File: src/rtl/game_time_ctrl.sv
// Game timer: synchronized start/stop/end buttons drive a four-state FSM and a
// prescaled three-digit BCD count. GAME_BEST_TIME_EN adds best-finish-time tracking.
module game_time_ctrl #(
  parameter int unsigned TICK_LST = 49_999_999
) (
  input  logic        i_Clk,
  input  logic        i_Rst,
  input  logic        i_Start,
  input  logic        i_Stop,
  input  logic        i_End,
  output logic [3:0]  o_Bcd0,
  output logic [3:0]  o_Bcd1,
  output logic [3:0]  o_Bcd2,
  output logic [1:0]  o_State,
  output logic        o_Timeout,
  output logic [11:0] o_BestBcd,
  output logic        o_NewBest
);

  localparam int unsigned PW = (TICK_LST > 0) ? $clog2(TICK_LST + 1) : 1;
  localparam logic [PW-1:0] PRE_LST = PW'(TICK_LST);

  typedef enum logic [1:0] {
    IDLE  = 2'd0,
    RUN   = 2'd1,
    PAUSE = 2'd2,
    OVER  = 2'd3
  } state_t;

  state_t          state_q, state_n;
  logic [11:0]     cnt_q, cnt_n, cnt_inc;
  logic [PW-1:0]   presc_q, presc_n;
  logic            timeout_q, timeout_n;
  logic            tick;

  // Button bit order: {End, Stop, Start}
  logic [2:0] sync_a, sync_b, sync_q, evt;

  always_ff @(posedge i_Clk) begin
    if (i_Rst) begin
      sync_a <= '0;
      sync_b <= '0;
      sync_q <= '0;
    end else begin
      sync_a <= {i_End, i_Stop, i_Start};
      sync_b <= sync_a;
      sync_q <= sync_b;
    end
  end

  assign evt = sync_b & ~sync_q;

  always_comb begin
    cnt_inc = cnt_q;
    if (cnt_q[3:0] == 4'd9) begin
      cnt_inc[3:0] = 4'd0;
      if (cnt_q[7:4] == 4'd9) begin
        cnt_inc[7:4]  = 4'd0;
        cnt_inc[11:8] = cnt_q[11:8] + 4'd1;
      end else begin
        cnt_inc[7:4] = cnt_q[7:4] + 4'd1;
      end
    end else begin
      cnt_inc[3:0] = cnt_q[3:0] + 4'd1;
    end
  end

  assign tick = (state_q == RUN) && (presc_q == PRE_LST);

  always_comb begin
    state_n   = state_q;
    cnt_n     = cnt_q;
    presc_n   = presc_q;
    timeout_n = timeout_q;
    unique case (state_q)
      IDLE: begin
        cnt_n     = '0;
        presc_n   = '0;
        timeout_n = 1'b0;
        if (evt[0]) state_n = RUN;
      end
      RUN: begin
        presc_n = tick ? '0 : presc_q + 1'b1;
        // End outranks both the tick and saturation, freezing the pre-tick count
        if (evt[2]) begin
          state_n = OVER;
        end else if (tick && cnt_q == 12'h999) begin
          state_n   = OVER;
          timeout_n = 1'b1;
        end else begin
          if (tick)   cnt_n   = cnt_inc;
          if (evt[1]) state_n = PAUSE;
        end
      end
      PAUSE: begin
        if (evt[1]) begin
          state_n = IDLE;
          cnt_n   = '0;
          presc_n = '0;
        end else if (evt[0]) begin
          state_n = RUN;
        end
      end
      OVER: begin
        presc_n = '0;
        if (evt[0]) begin
          state_n   = IDLE;
          cnt_n     = '0;
          timeout_n = 1'b0;
        end
      end
      default: state_n = IDLE;
    endcase
  end

  always_ff @(posedge i_Clk) begin
    if (i_Rst) begin
      state_q   <= IDLE;
      cnt_q     <= '0;
      presc_q   <= '0;
      timeout_q <= 1'b0;
    end else begin
      state_q   <= state_n;
      cnt_q     <= cnt_n;
      presc_q   <= presc_n;
      timeout_q <= timeout_n;
    end
  end

  assign o_Bcd0    = cnt_q[3:0];
  assign o_Bcd1    = cnt_q[7:4];
  assign o_Bcd2    = cnt_q[11:8];
  assign o_State   = state_q;
  assign o_Timeout = timeout_q;

`ifdef GAME_BEST_TIME_EN
  logic [11:0] best_q;
  logic        best_vld_q;
  logic        new_best_q;
  logic        end_win;

  // BCD digits compare correctly as a plain 12-bit number
  assign end_win = (state_q == RUN) && evt[2];

  always_ff @(posedge i_Clk) begin
    if (i_Rst) begin
      best_q     <= '0;
      best_vld_q <= 1'b0;
      new_best_q <= 1'b0;
    end else begin
      new_best_q <= 1'b0;
      if (end_win && (!best_vld_q || cnt_q < best_q)) begin
        best_q     <= cnt_q;
        best_vld_q <= 1'b1;
        new_best_q <= 1'b1;
      end
    end
  end

  assign o_BestBcd = best_q;
  assign o_NewBest = new_best_q;
`else
  assign o_BestBcd = '0;
  assign o_NewBest = 1'b0;
`endif

endmodule

File: config.mk
export PLATFORM = sky130hd
export DESIGN_NAME = game_time_ctrl
export DESIGN_NICKNAME = d
export VERILOG_FILES = /design/src/rtl/game_time_ctrl.sv
export SDC_FILE = /design/constraint.sdc
export NUM_CORES = 1
export LEC_CHECK = 0
export BUFFER_PORTS_ARGS = -buffer_cell sky130_fd_sc_hd__buf_2
export CELL_PAD_IN_SITES_DETAIL_PLACEMENT = 2
export CELL_PAD_IN_SITES_GLOBAL_PLACEMENT = 2
export CORE_MARGIN = 2
export CORE_UTILIZATION = 34
export DETAILED_ROUTE_END_ITERATION = 10
export PLACE_DENSITY_LB_ADDON = 0.1
export SLEW_MARGIN = 5
export SYNTH_ARGS = -nofsm -noshare
export SYNTH_HDL_FRONTEND = slang
export SYNTH_SLANG_ARGS = --single-unit
File: constraint.sdc
create_clock -name i_Clk -period 2.52 [get_ports i_Clk]
set_input_delay 0.756 -clock i_Clk [delete_from_list [all_inputs] [get_ports i_Clk]]
set_output_delay 0.756 -clock i_Clk [all_outputs]
set_load 0.02 [all_outputs]
## Yosys cells after proc, flatten, opt, wreduce, memory -nomap -nowiden

Cells that the tools add are included.

| cells by class | value |
|---|---|
| $lt $le $gt $ge | 0 |
| shifts and indexed selects | 0 |
| bitwise operators | 2 |
| div/mod/pow operators | 0 |
| $add $sub $neg | 4 |
| $mul | 0 |
| eq/ne operators | 16 |
| reductions and logical operators | 10 |
| muxes and demuxes | 24 |

Operators with widths:

| kind | count |
|---|---|
| one-hot mux 26 bit (3 select lines) | 1 |
| two-way mux 12 bit | 5 |
| two-way mux 26 bit | 2 |
| one-hot mux 12 bit (4 select lines) | 1 |
| adder 26 x 1 -> 26 bit, second input constant | 1 |
| equality test 26 bit, second input constant | 1 |
| inequality test 2 bit, second input constant | 7 |
| adder 4 x 1 -> 4 bit, second input constant | 3 |
| equality test 12 bit, second input constant | 1 |
| two-way mux 2 bit | 6 |
| two-way mux 4 bit | 3 |
| equality test 4 bit, second input constant | 2 |
| two-way mux 8 bit | 1 |
| one-hot mux 2 bit (4 select lines) | 1 |
| AND reduction 7 bit | 1 |
| AND reduction 6 bit | 1 |
| AND reduction 5 bit | 1 |
| equality test 2 bit, second input constant | 2 |
| inequality test 4 x 3 -> 1 bit, second input constant | 1 |
| AND reduction 4 bit | 1 |
| bitwise AND 3 bit | 1 |
| two-way mux 1 bit | 3 |
| inverter 3 bit | 1 |
| one-hot mux 1 bit (3 select lines) | 1 |
| other kinds (7) | 8 |

| word-level totals | value |
|---|---|
| flip-flop bits (word level) | 50 |
| memory bits (read-only) | 0 |
| memories kept | 0 |
| word-level logic and storage cells | 65 |
| memory bits (writable) | 0 |
| latch bits | 0 |

## Longest topological paths before layout

Gate-level depths: netlist of the first run.

| logic depth | value |
|---|---|
| word-level depth | 7 |
| mapped depth | 8 |
| mapped depth without buffers | 7 |

## Worst setup path after synthesis of the first run

OpenSTA, ideal clock, no wires.

| path | value |
|---|---|
| kind | reg2reg |
| from | register presc_q[8] |
| to | register cnt_q[10] |
| stages on the path, launching flop included | 6 |
| path buffers | 0 |
| library setup time | 74 ps |
| path slack | 542 ps |
| required time | 2446 ps |
| period minus slack after synthesis | 1978 ps |
| data arrival time | 1904 ps |
| cell sequence | dfxtp_1 -> or4b_4 -> nor4_4 -> nand3_2 -> or4_1 -> a31oi_1 |

| on the way | value |
|---|---|
| cells in the longest elaborated chain, start to end | 5 |
| elaborated cells between the ends (all ways) | 6 |

Ends and longest elaborated chain:

| item | line | RTL |
|---|---|---|
| start, declared | 32 | `logic [PW-1:0] presc_q, presc_n;` |
| start signal, assigned | 125 | `presc_q <= presc_n;` |
| equality test 26 bit (*) | 68 | `assign tick = (state_q == RUN) && (presc_q == PRE_LST);` |
| logical AND 1 bit (*) | 68 |  |
| logical AND 1 bit | 87 | `end else if (tick && cnt_q == 12'h999) begin` |
| inequality test 2 bit (no source line) | n/a |  |
| AND reduction 7 bit (no source line) (*) | n/a |  |
| end signal, assigned | 124 | `cnt_q <= cnt_n;` |
| end, declared | 31 | `logic [11:0] cnt_q, cnt_n, cnt_inc;` |

Every way passes the cells marked *; elsewhere a longest branch is shown, timed or not.
A chain may end at the register's enable or synchronous reset.

## Worst setup path after layout of the first run

| path | value |
|---|---|
| from | register presc_q[8] |
| to | register cnt_q[3] |

| on the way | value |
|---|---|
| cells in the longest elaborated chain, start to end | 5 |
| elaborated cells between the ends (all ways) | 6 |

Ends and longest elaborated chain:

| item | line |
|---|---|
| equality test 26 bit (*) | 68 |
| logical AND 1 bit (*) | 68 |
| logical AND 1 bit | 87 |
| inequality test 2 bit (no source line) | n/a |
| AND reduction 5 bit (no source line) (*) | n/a |

Marks and branches as above.

==> metrics.csv, run 1 <==
stage,metric,value,unit
route,Antenna Nets Post-Route,0,
timing,Final Skew,0.00745,ns
finish,Layout area overhead,9.70,%
clocking,htree depth,2,
setup_path,crit path launch type,register,
logic_synthesis,most common cell in the netlist,dfxtp_1,
pwr,Clk network pwr share,33.9,%
pwr,internal power,1.01,mW
logic_synthesis,share of the synthesized area in the top cell type,38.6,%
die,Initial Util,35.4,%
pwr,sequential share of power,60.2,%
pwr,sw frac,24.1,%
die,# rows,31,
logic_synthesis,part of the Yosys area used for sequential elements,38.6,%
clocking,Hold Buf Count CTS,0,
route,DRT Wirelength,6850,µm
clocking,CTS tree,built,
clocking,Longest Clk Path Bufs,2,
die,IO Count,33,
clocking,CTS sink cnt,50,
logic_synthesis,ys flop type,dfxtp_1,
finish,Finished Cell Area,2850,µm²
worst_hold_path,Min-Delay Path Class,register to register,
timing,Max-slew headroom,36.1,%
outcome,status,completed,
clocking,post-CTS setup repair buffer count,0,
logic_synthesis,"area leader, netlist",dfxtp_1,
clocking,clk root buf,clkbuf_8,
setup_path,crit end category,register,
logic_synthesis,Cell variety after synth,50,
setup_path,WP buf/inv,0,
route,vias post-DR,2289,
placement,PortBufs,19,
worst_hold_path,Worst Hold Launch,sync_a[2],
timing,final setup fails,0,
placement,dpl cell area,2770,µm²
finish,footprint of the multi-input gates,1470,µm²
placement,Placer Congestion,0.766,
grt,initial antenna violation count,0,
logic_synthesis,Netlist Area Pre-Place,2590,µm²
finish,Sequential Area,1000,µm²
finish,nets,344,
logic_synthesis,#FFs+latches synth,50,
logic_synthesis,Syn Inst Count,310,
timing,Worst-Margin Slew,0.951,ns
timing,Final period util,85.7,%
setup_path,worst-path maximum fanout,8,
setup_path,Slowest cell on crit path,or4b_4,
setup_path,Critical Path Start,presc_q[8],
logic_synthesis,Post-synth EDFFs,0,
pwr,P_sw,322,µW
logic_synthesis,syn avg cell area,8.37,µm²
placement,DPL Wire Length,5110,µm
timing,unrepaired setup endpoints after global routing,false,
timing,hold slack final,0.443,ns
route,wire per inst,15.9,µm
timing,setup tns final,0,ns
finish,fillcell total,864,
timing,fin crit period,2.16,ns
route,DRC violation total after the first TritonRoute iteration,50,
placement,Place WS,0.385,ns
grt,largest net degree at the start of global routing,26,
grt,GRT Util Overall,17.8,%
grt,vias in the first global route,2451,
setup_path,"Data required, critical path",2.76,ns
setup_path,Crit path arrival time,2.40,ns
setup_path,CP max stage delay,0.58,ns
logic_synthesis,asr flop ratio synth,0,%
logic_synthesis,synth cell count leaders,"dfxtp_1, nor2_1, nand2_1",
die,Chip Height,91.3,µm
clocking,clk_lat worst skew,0.30,ns
pwr,LEAKAGE,1.00,nW
timing,fmax,463,MHz
pwr,combinational share of power,5.9,%
setup_path,"Largest delay share family, worst path",simple AND/OR/NAND/NOR gates,
grt,first-pass GRT wire length,12200,µm
die,die area,8340,µm²
die,Die X,91.3,µm
route,drt pass-1 iters,4,
setup_path,R2R Path Start,presc_q[8],
route,drt via density,5.31,
logic_synthesis,Area contributors post-synth,"dfxtp_1, nor2_1, nand2_1, buf_4, xor2_1",
route,DRC errors left,0,
setup_path,worst setup path category,register to register,
grt,gr ovfl total,0,
die,core box area,7330,µm²
clocking,PostCTS Resize Cnt,0,
clocking,total CTS buffers,5,
timing,Setup WS post-layout,0.360,ns
pwr,Pwr per Cell Area,469,nW/µm²
clocking,Worst-path clk slew,0.09,ns
pwr,maximum vdd drop,210,µV
finish,share of cells above drive strength 1,11.4,%
finish,Antenna Cells,0,
job,Max-Cap Viols,0,
timing,Final Slew Violations,0,
logic_synthesis,Ys Warns,0,
setup_path,CP Cell Sequence,"or4b_4, nor3_2, a31oi_1, or4_1, a21oi_1",
timing,Final Hold Fails,0,
==> path summary, 6_finish.rpt <==
kind / to / slack [ns] / cells after the start
worst max-delay path: cnt_q[3] / 0.36 / 5
worst min-delay path: sync_b[2] / 0.44 / 1
worst max register to register: cnt_q[3] / 0.36 / 5
worst min register to register: sync_b[2] / 0.44 / 1
==> cell families after synthesis <==
family          synth area share (%)
mux                            0.820
compound gates                  11.7
fa+ha+maj                       3.38
simple gates                    32.2
buf+inv                         6.46
other cells                    0.145
flops                           38.6
xor+xnor                        6.75
==> placed cells by master (no fill, tap or decap), types with 10 or more instances in the layout <==
cell and instances:
a21oi_1 14, buf_2 19, conb_1 13, dfxtp_1 50, nand2_1 27, nand3_1 11, nand4_1 10, nor2_1 33
nor2b_1 14, xor2_1 11
==> sequential cells by signal, summed over array words and instances (netlist names) <==
register	cells
cnt_q	12
sync_q	3
sync_a	3
o_Timeout	1
o_State	2
sync_b	3
presc_q	26
==> area by class of cell <==
| class | count | share of cell area [%] |
|---|---|---|
| clock buffer | 7 | 2.68 |
| inverter | 9 | 1.19 |
| multi-input combinational | 241 | 51.7 |
| sequential | 50 | 35.2 |
| tap | 99 | 4.35 |
| timing repair buffer | 25 | 4.93 |
==> routing by layer <==
layer	part of all wire (%)	GRT usage, %
met4	0.83	3.41
met1	47	23.5
met2	49	30.8
met5	0	0
met3	3.2	2.82
==> worst register-to-register path, cell delays in order, from the launching register on <==
cell	delay, ns
dfxtp_1	0.38
or4b_4	0.59
nor3_2	0.25
a31oi_1	0.27
or4_1	0.46
a21oi_1	0.15
==> power by group through the flow <==
stage                     sequential (mW)  combinational, mW  clock (mW)
after detailed placement            0.823             0.0789           0
after global placement              0.822             0.0776           0
after global routing                0.806             0.0882       0.508
after CTS                           0.804             0.0792       0.473
final                               0.804             0.0784       0.452
after floorplan                     0.822             0.0721           0
==> metrics by stage <==
step	utilization (%)	total power, mW	instances
2_1_floorplan	-	0.894	322
3_3_place_gp	37.8	0.900	424
3_5_place_dp	37.8	0.902	424
4_1_cts	38.8	1.36	431
5_1_grt	38.8	1.40	431
6_report	38.8	1.33	431
No activity file was read; power rests on OpenSTA's default activity.
==> run 2: changes to the inputs <==
--- a/config.mk
+++ b/config.mk
@@ -11,7 +11,7 @@
 export CORE_MARGIN = 2
 export CORE_UTILIZATION = 34
 export DETAILED_ROUTE_END_ITERATION = 10
-export PLACE_DENSITY_LB_ADDON = 0.1
+export PLACE_DENSITY_LB_ADDON = 0.3
 export SLEW_MARGIN = 5
 export SYNTH_ARGS = -nofsm -noshare
 export SYNTH_HDL_FRONTEND = slang
==> metrics.csv, run 2 (synthesized netlist as in run 1, its figures left out) <==
stage,metric,value,unit
finish,"non-filler cells, final",430,
pwr,sw frac,24.1,%
pwr,sequential share of power,60.3,%
clocking,htree depth,2,
timing,Final Skew,0.00816,ns
clocking,total CTS buffers,5,
grt,largest net degree at the start of global routing,26,
setup_path,Critical Path Start,o_State[1],
setup_path,crit path launch type,register,
timing,hold slack final,0.443,ns
finish,Sequential Area,1000,µm²
grt,initial antenna violation count,0,
timing,unrepaired setup endpoints after global routing,false,
timing,Final Slew Violations,0,
placement,PortBufs,19,
timing,Setup WS post-layout,0.206,ns
die,core box area,7330,µm²
setup_path,crit end category,register,
grt,gr ovfl total,0,
finish,max FFs per register,26,
worst_hold_path,Min-Delay Path Class,register to register,
placement,Placed Instances,423,
pwr,Clk network pwr share,33.8,%
finish,"commonest non-fill, non-tap cell in the layout",dfxtp_1,
route,DRC violation total after the first TritonRoute iteration,78,
clocking,post-CTS setup repair buffer count,0,
die,Chip Height,91.3,µm
clocking,clk root buf,clkbuf_8,
finish,footprint of the multi-input gates,1470,µm²
die,die area,8340,µm²
route,drt via density,5.31,
die,IO Count,33,
placement,dpl cell area,2760,µm²
timing,Final Hold Fails,0,
setup_path,r2r worst-path depth,5,
pwr,internal power,1.01,mW
setup_path,R2R Path Start,o_State[1],
pwr,P_sw,321,µW
grt,first-pass GRT wire length,12000,µm
grt,GRT Util Overall,17.5,%
die,# rows,31,
route,drt pass-1 iters,4,
placement,Placer Congestion,0.767,
pwr,LEAKAGE,0.998,nW
clocking,Worst-path clk slew,0.09,ns
route,Antenna Nets Post-Route,0,
die,Die X,91.3,µm
pwr,combinational share of power,5.9,%
setup_path,worst-path maximum fanout,13,
outcome,status,completed,
route,DRC errors left,0,
timing,fin crit period,2.31,ns
finish,biggest regs,"presc_q (26), cnt_q (12)",
finish,"commonest non-fill, non-tap cells in the layout","dfxtp_1, nor2_1, nand2_1",
clocking,clk_lat worst skew,0.30,ns
route,DRT Wirelength,7000,µm
finish,nets,343,
timing,setup tns final,0,ns
placement,DPL Wire Length,5280,µm
setup_path,flop2flop setup slack,0.21,ns
timing,fmax,432,MHz
finish,fillcell total,854,
grt,vias in the first global route,2451,
setup_path,CP Capture Point,cnt_q[3],
finish,Final Util,38.7,%
finish,share of cells above drive strength 1,11.5,%
setup_path,Slowest cell on crit path,or4_1,
setup_path,FF-to-FF End,cnt_q[3],
die,Initial Util,35.4,%
timing,Worst-Margin Slew,0.920,ns
clocking,CTS tree,built,
route,vias post-DR,2284,
placement,Place WS,0.141,ns
job,Max-Cap Viols,0,
timing,final setup fails,0,
setup_path,worst setup path category,register to register,
finish,Layout area overhead,9.50,%
setup_path,CP max stage delay,0.57,ns
timing,Final period util,91.8,%
pwr,Pwr per Cell Area,469,nW/µm²
timing,Max-slew headroom,38.3,%
setup_path,CP Cell Sequence,"nor2b_1, a2bb2oi_1, nand2_2, or4_1, a21oi_1",
setup_path,Crit path arrival time,2.54,ns
pwr,maximum vdd drop,248,µV
finish,Antenna Cells,0,
route,wire per inst,16.3,µm
pwr,Tot Pwr,1.33,mW
clocking,Longest Clk Path Bufs,2,
finish,Finished Cell Area,2840,µm²
setup_path,"Data required, critical path",2.75,ns
finish,Top reg by flops,presc_q,
clocking,CTS sink cnt,50,
run 2: changes by cell type in the layout (fill, tap and decap cells not counted):
cell,previous run,this run
nand2_2,0,1
buf_4,6,5
nand2_1,27,26
run 2: area by class of cell:
| cell class | instances | area share, % |
|---|---|---|
| tap | 99 | 4.36 |
| timing repair buffer | 24 | 4.67 |
| sequential | 50 | 35.2 |
| inverter | 9 | 1.19 |
| clock buffer | 7 | 2.69 |
| multi-input combinational | 241 | 51.9 |
run 2: worst max-delay path, delay by kind of cell (launching register included):
kind,cells,cell delay [ns]
flops,1,0.54
simple gates,3,1.05
compound gates,2,0.65
run 2: worst min path at each step:
| stage | start | end | cells after the start |
|---|---|---|---|
| 6_report | sync_a[0] | sync_b[0] | 1 |
| 4_1_cts | sync_a[0] | sync_b[0] | 1 |
| 5_1_grt | sync_a[0] | sync_b[0] | 1 |
| 3_3_place_gp | sync_a[0] | sync_b[0] | 1 |
| 2_1_floorplan | sync_a[0] | sync_b[0] | 1 |
| 3_5_place_dp | sync_a[0] | sync_b[0] | 1 |
run 2: what timing repair did:
item | 4_1_cts | 5_1_grt
hold buffers | 0 | 0
setup endpoints to repair | 0 | 4
gates resized for setup | 0 | 1
hold endpoints to repair | 0 | 0
run 2: power groups by stage:
stage          logic, mW  clock network [mW]  registers [mW]
5_1_grt           0.0870               0.496           0.806
2_1_floorplan     0.0721                   0           0.822
4_1_cts           0.0784               0.467           0.804
3_5_place_dp      0.0779                   0           0.823
6_report          0.0784               0.450           0.804
3_3_place_gp      0.0757                   0           0.822
run 2: per-layer routing:
layer / share of wire, % / routed length [µm] / GRT usage [%] / vias to the layer above
met1: 47 / 3320 / 22.7 / 1128
li1: - / - / - / 1111
met2: 48 / 3380 / 29.7 / 35
met3: 2.7 / 188 / 3.07 / 10
met5: 0 / 0 / 0 / -
met4: 1.4 / 101 / 5.05 / 0
==> run 3: changes to the inputs <==
--- a/config.mk
+++ b/config.mk
@@ -9,7 +9,7 @@
 export CELL_PAD_IN_SITES_DETAIL_PLACEMENT = 2
 export CELL_PAD_IN_SITES_GLOBAL_PLACEMENT = 2
 export CORE_MARGIN = 2
-export CORE_UTILIZATION = 34
+export CORE_UTILIZATION = 32
 export DETAILED_ROUTE_END_ITERATION = 10
 export PLACE_DENSITY_LB_ADDON = 0.3
 export SLEW_MARGIN = 5
==> metrics.csv, run 3 (synthesized netlist as in run 1, its figures left out) <==
stage,metric,value,unit
outcome,status,completed,
route,vias post-DR,2297,
route,DRC violation total after the first TritonRoute iteration,72,
finish,Antenna Cells,0,
route,DRC errors left,0,
timing,Final Skew,0.00742,ns
setup_path,Crit path depth,5,
grt,largest net degree at the start of global routing,26,
worst_hold_path,Min-Delay Path Class,register to register,
timing,Max-slew headroom,35.4,%
route,DRT Wirelength,7070,µm
timing,Final Slew Violations,0,
job,Max-Cap Viols,0,
clocking,htree depth,2,
timing,Final Hold Fails,0,
finish,"commonest non-fill, non-tap cell in the layout",dfxtp_1,
timing,final setup fails,0,
clocking,post-CTS setup repair buffer count,0,
pwr,Pwr per Cell Area,499,nW/µm²
timing,fin crit period,2.20,ns
setup_path,crit end category,register,
setup_path,"Largest delay share family, worst path",simple AND/OR/NAND/NOR gates,
clocking,clk_lat worst skew,0.31,ns
route,Antenna Nets Post-Route,0,
die,IO Count,33,
setup_path,worst-path maximum fanout,7,
placement,PortBufs,19,
grt,vias in the first global route,2371,
timing,Final period util,87.5,%
finish,share of cells above drive strength 1,12.7,%
finish,biggest regs,"presc_q (26), cnt_q (12)",
setup_path,r2r worst-path depth,5,
grt,initial antenna violation count,0,
timing,unrepaired setup endpoints after global routing,false,
clocking,total CTS buffers,5,
setup_path,worst setup path category,register to register,
worst_hold_path,number of cells on the worst hold path,1,
route,wire per inst,16.3,µm
grt,GRT Util Overall,17.0,%
finish,fillcell total,918,
die,# rows,32,
clocking,Longest Clk Path Bufs,2,
die,Chip Height,94.0,µm
clocking,CTS tree,built,
finish,nets,343,
finish,Top reg by flops,presc_q,
setup_path,CP max stage delay,0.59,ns
setup_path,"Data required, critical path",2.76,ns
clocking,CTS sink cnt,50,
pwr,LEAKAGE,1.02,nW
finish,Layout area overhead,11.1,%
finish,"commonest non-fill, non-tap cells in the layout","dfxtp_1, nor2_1, nand2_1",
grt,first-pass GRT wire length,12000,µm
setup_path,crit path launch type,register,
die,Die X,94.0,µm
die,core box area,7810,µm²
route,drt pass-1 iters,4,
setup_path,CP Cell Sequence,"or4b_4, nor4_4, nand3_2, or4_1, a31oi_1",
timing,setup tns final,0,ns
timing,Worst-Margin Slew,0.962,ns
grt,gr ovfl total,0,
die,die area,8840,µm²
placement,Placer Congestion,0.768,
setup_path,Slowest cell on crit path,or4b_4,
placement,DPL Wire Length,5190,µm
pwr,maximum vdd drop,209,µV
finish,Final Util,36.9,%
setup_path,Crit path arrival time,2.44,ns
clocking,clk root buf,clkbuf_8,
finish,max FFs per register,26,
setup_path,WP buf/inv,0,
route,drt via density,5.29,
timing,fmax,454,MHz
die,Initial Util,33.2,%
clocking,Worst-path clk slew,0.09,ns
[run 3: power breakdown]
| group | switching, mW | total, mW | internal [mW] |
|---|---|---|---|
| sequential | 0.00647 | 0.804 | 0.798 |
| clock | 0.276 | 0.554 | 0.278 |
| combinational | 0.0565 | 0.0790 | 0.0225 |
[run 3: what timing repair did]
item | in CTS | in global routing
hold buffers | 0 | 0
gates resized for setup | 0 | 2
setup endpoints to repair | 0 | 2
[run 3: through the flow]
step	cell area (µm²)	worst slack, ns	power [mW]	hold slack, ns	std cells
2_1_floorplan	2640	0.542	0.894	0.414	322
3_3_place_gp	2770	0.225	0.899	0.416	426
3_5_place_dp	2770	0.215	0.901	0.427	426
4_1_cts	2880	0.183	1.45	0.447	434
5_1_grt	2880	0.124	1.50	0.470	434
6_report	2880	0.315	1.44	0.443	434
[run 3: area by class of cell]
type	instances	area (µm²)	area share (%)
timing repair buffer	24	133	4.60
tap	102	128	4.43
multi-input combinational	241	1480	51.2
inverter	9	33.8	1.17
clock buffer	8	110	3.82
sequential	50	1000	34.7
[run 3: path summary, 6_finish.rpt]
path | endpoint | startpoint | slack [ns]
setup / recovery | cnt_q[10] | presc_q[8] | 0.32
hold reg to reg | sync_b[1] | sync_a[1] | 0.44
setup reg to reg | cnt_q[10] | presc_q[8] | 0.32
hold / removal | sync_b[1] | sync_a[1] | 0.44
[run 3: per-layer routing]
layer  share of wire (%)  GRT usage [%]  wire length, µm
met3                 2.5           2.41              175
met4                 1.1           4.59               78
met5                   0              0                0
met1                  48           21.8             3420
met2                  48           29.9             3400
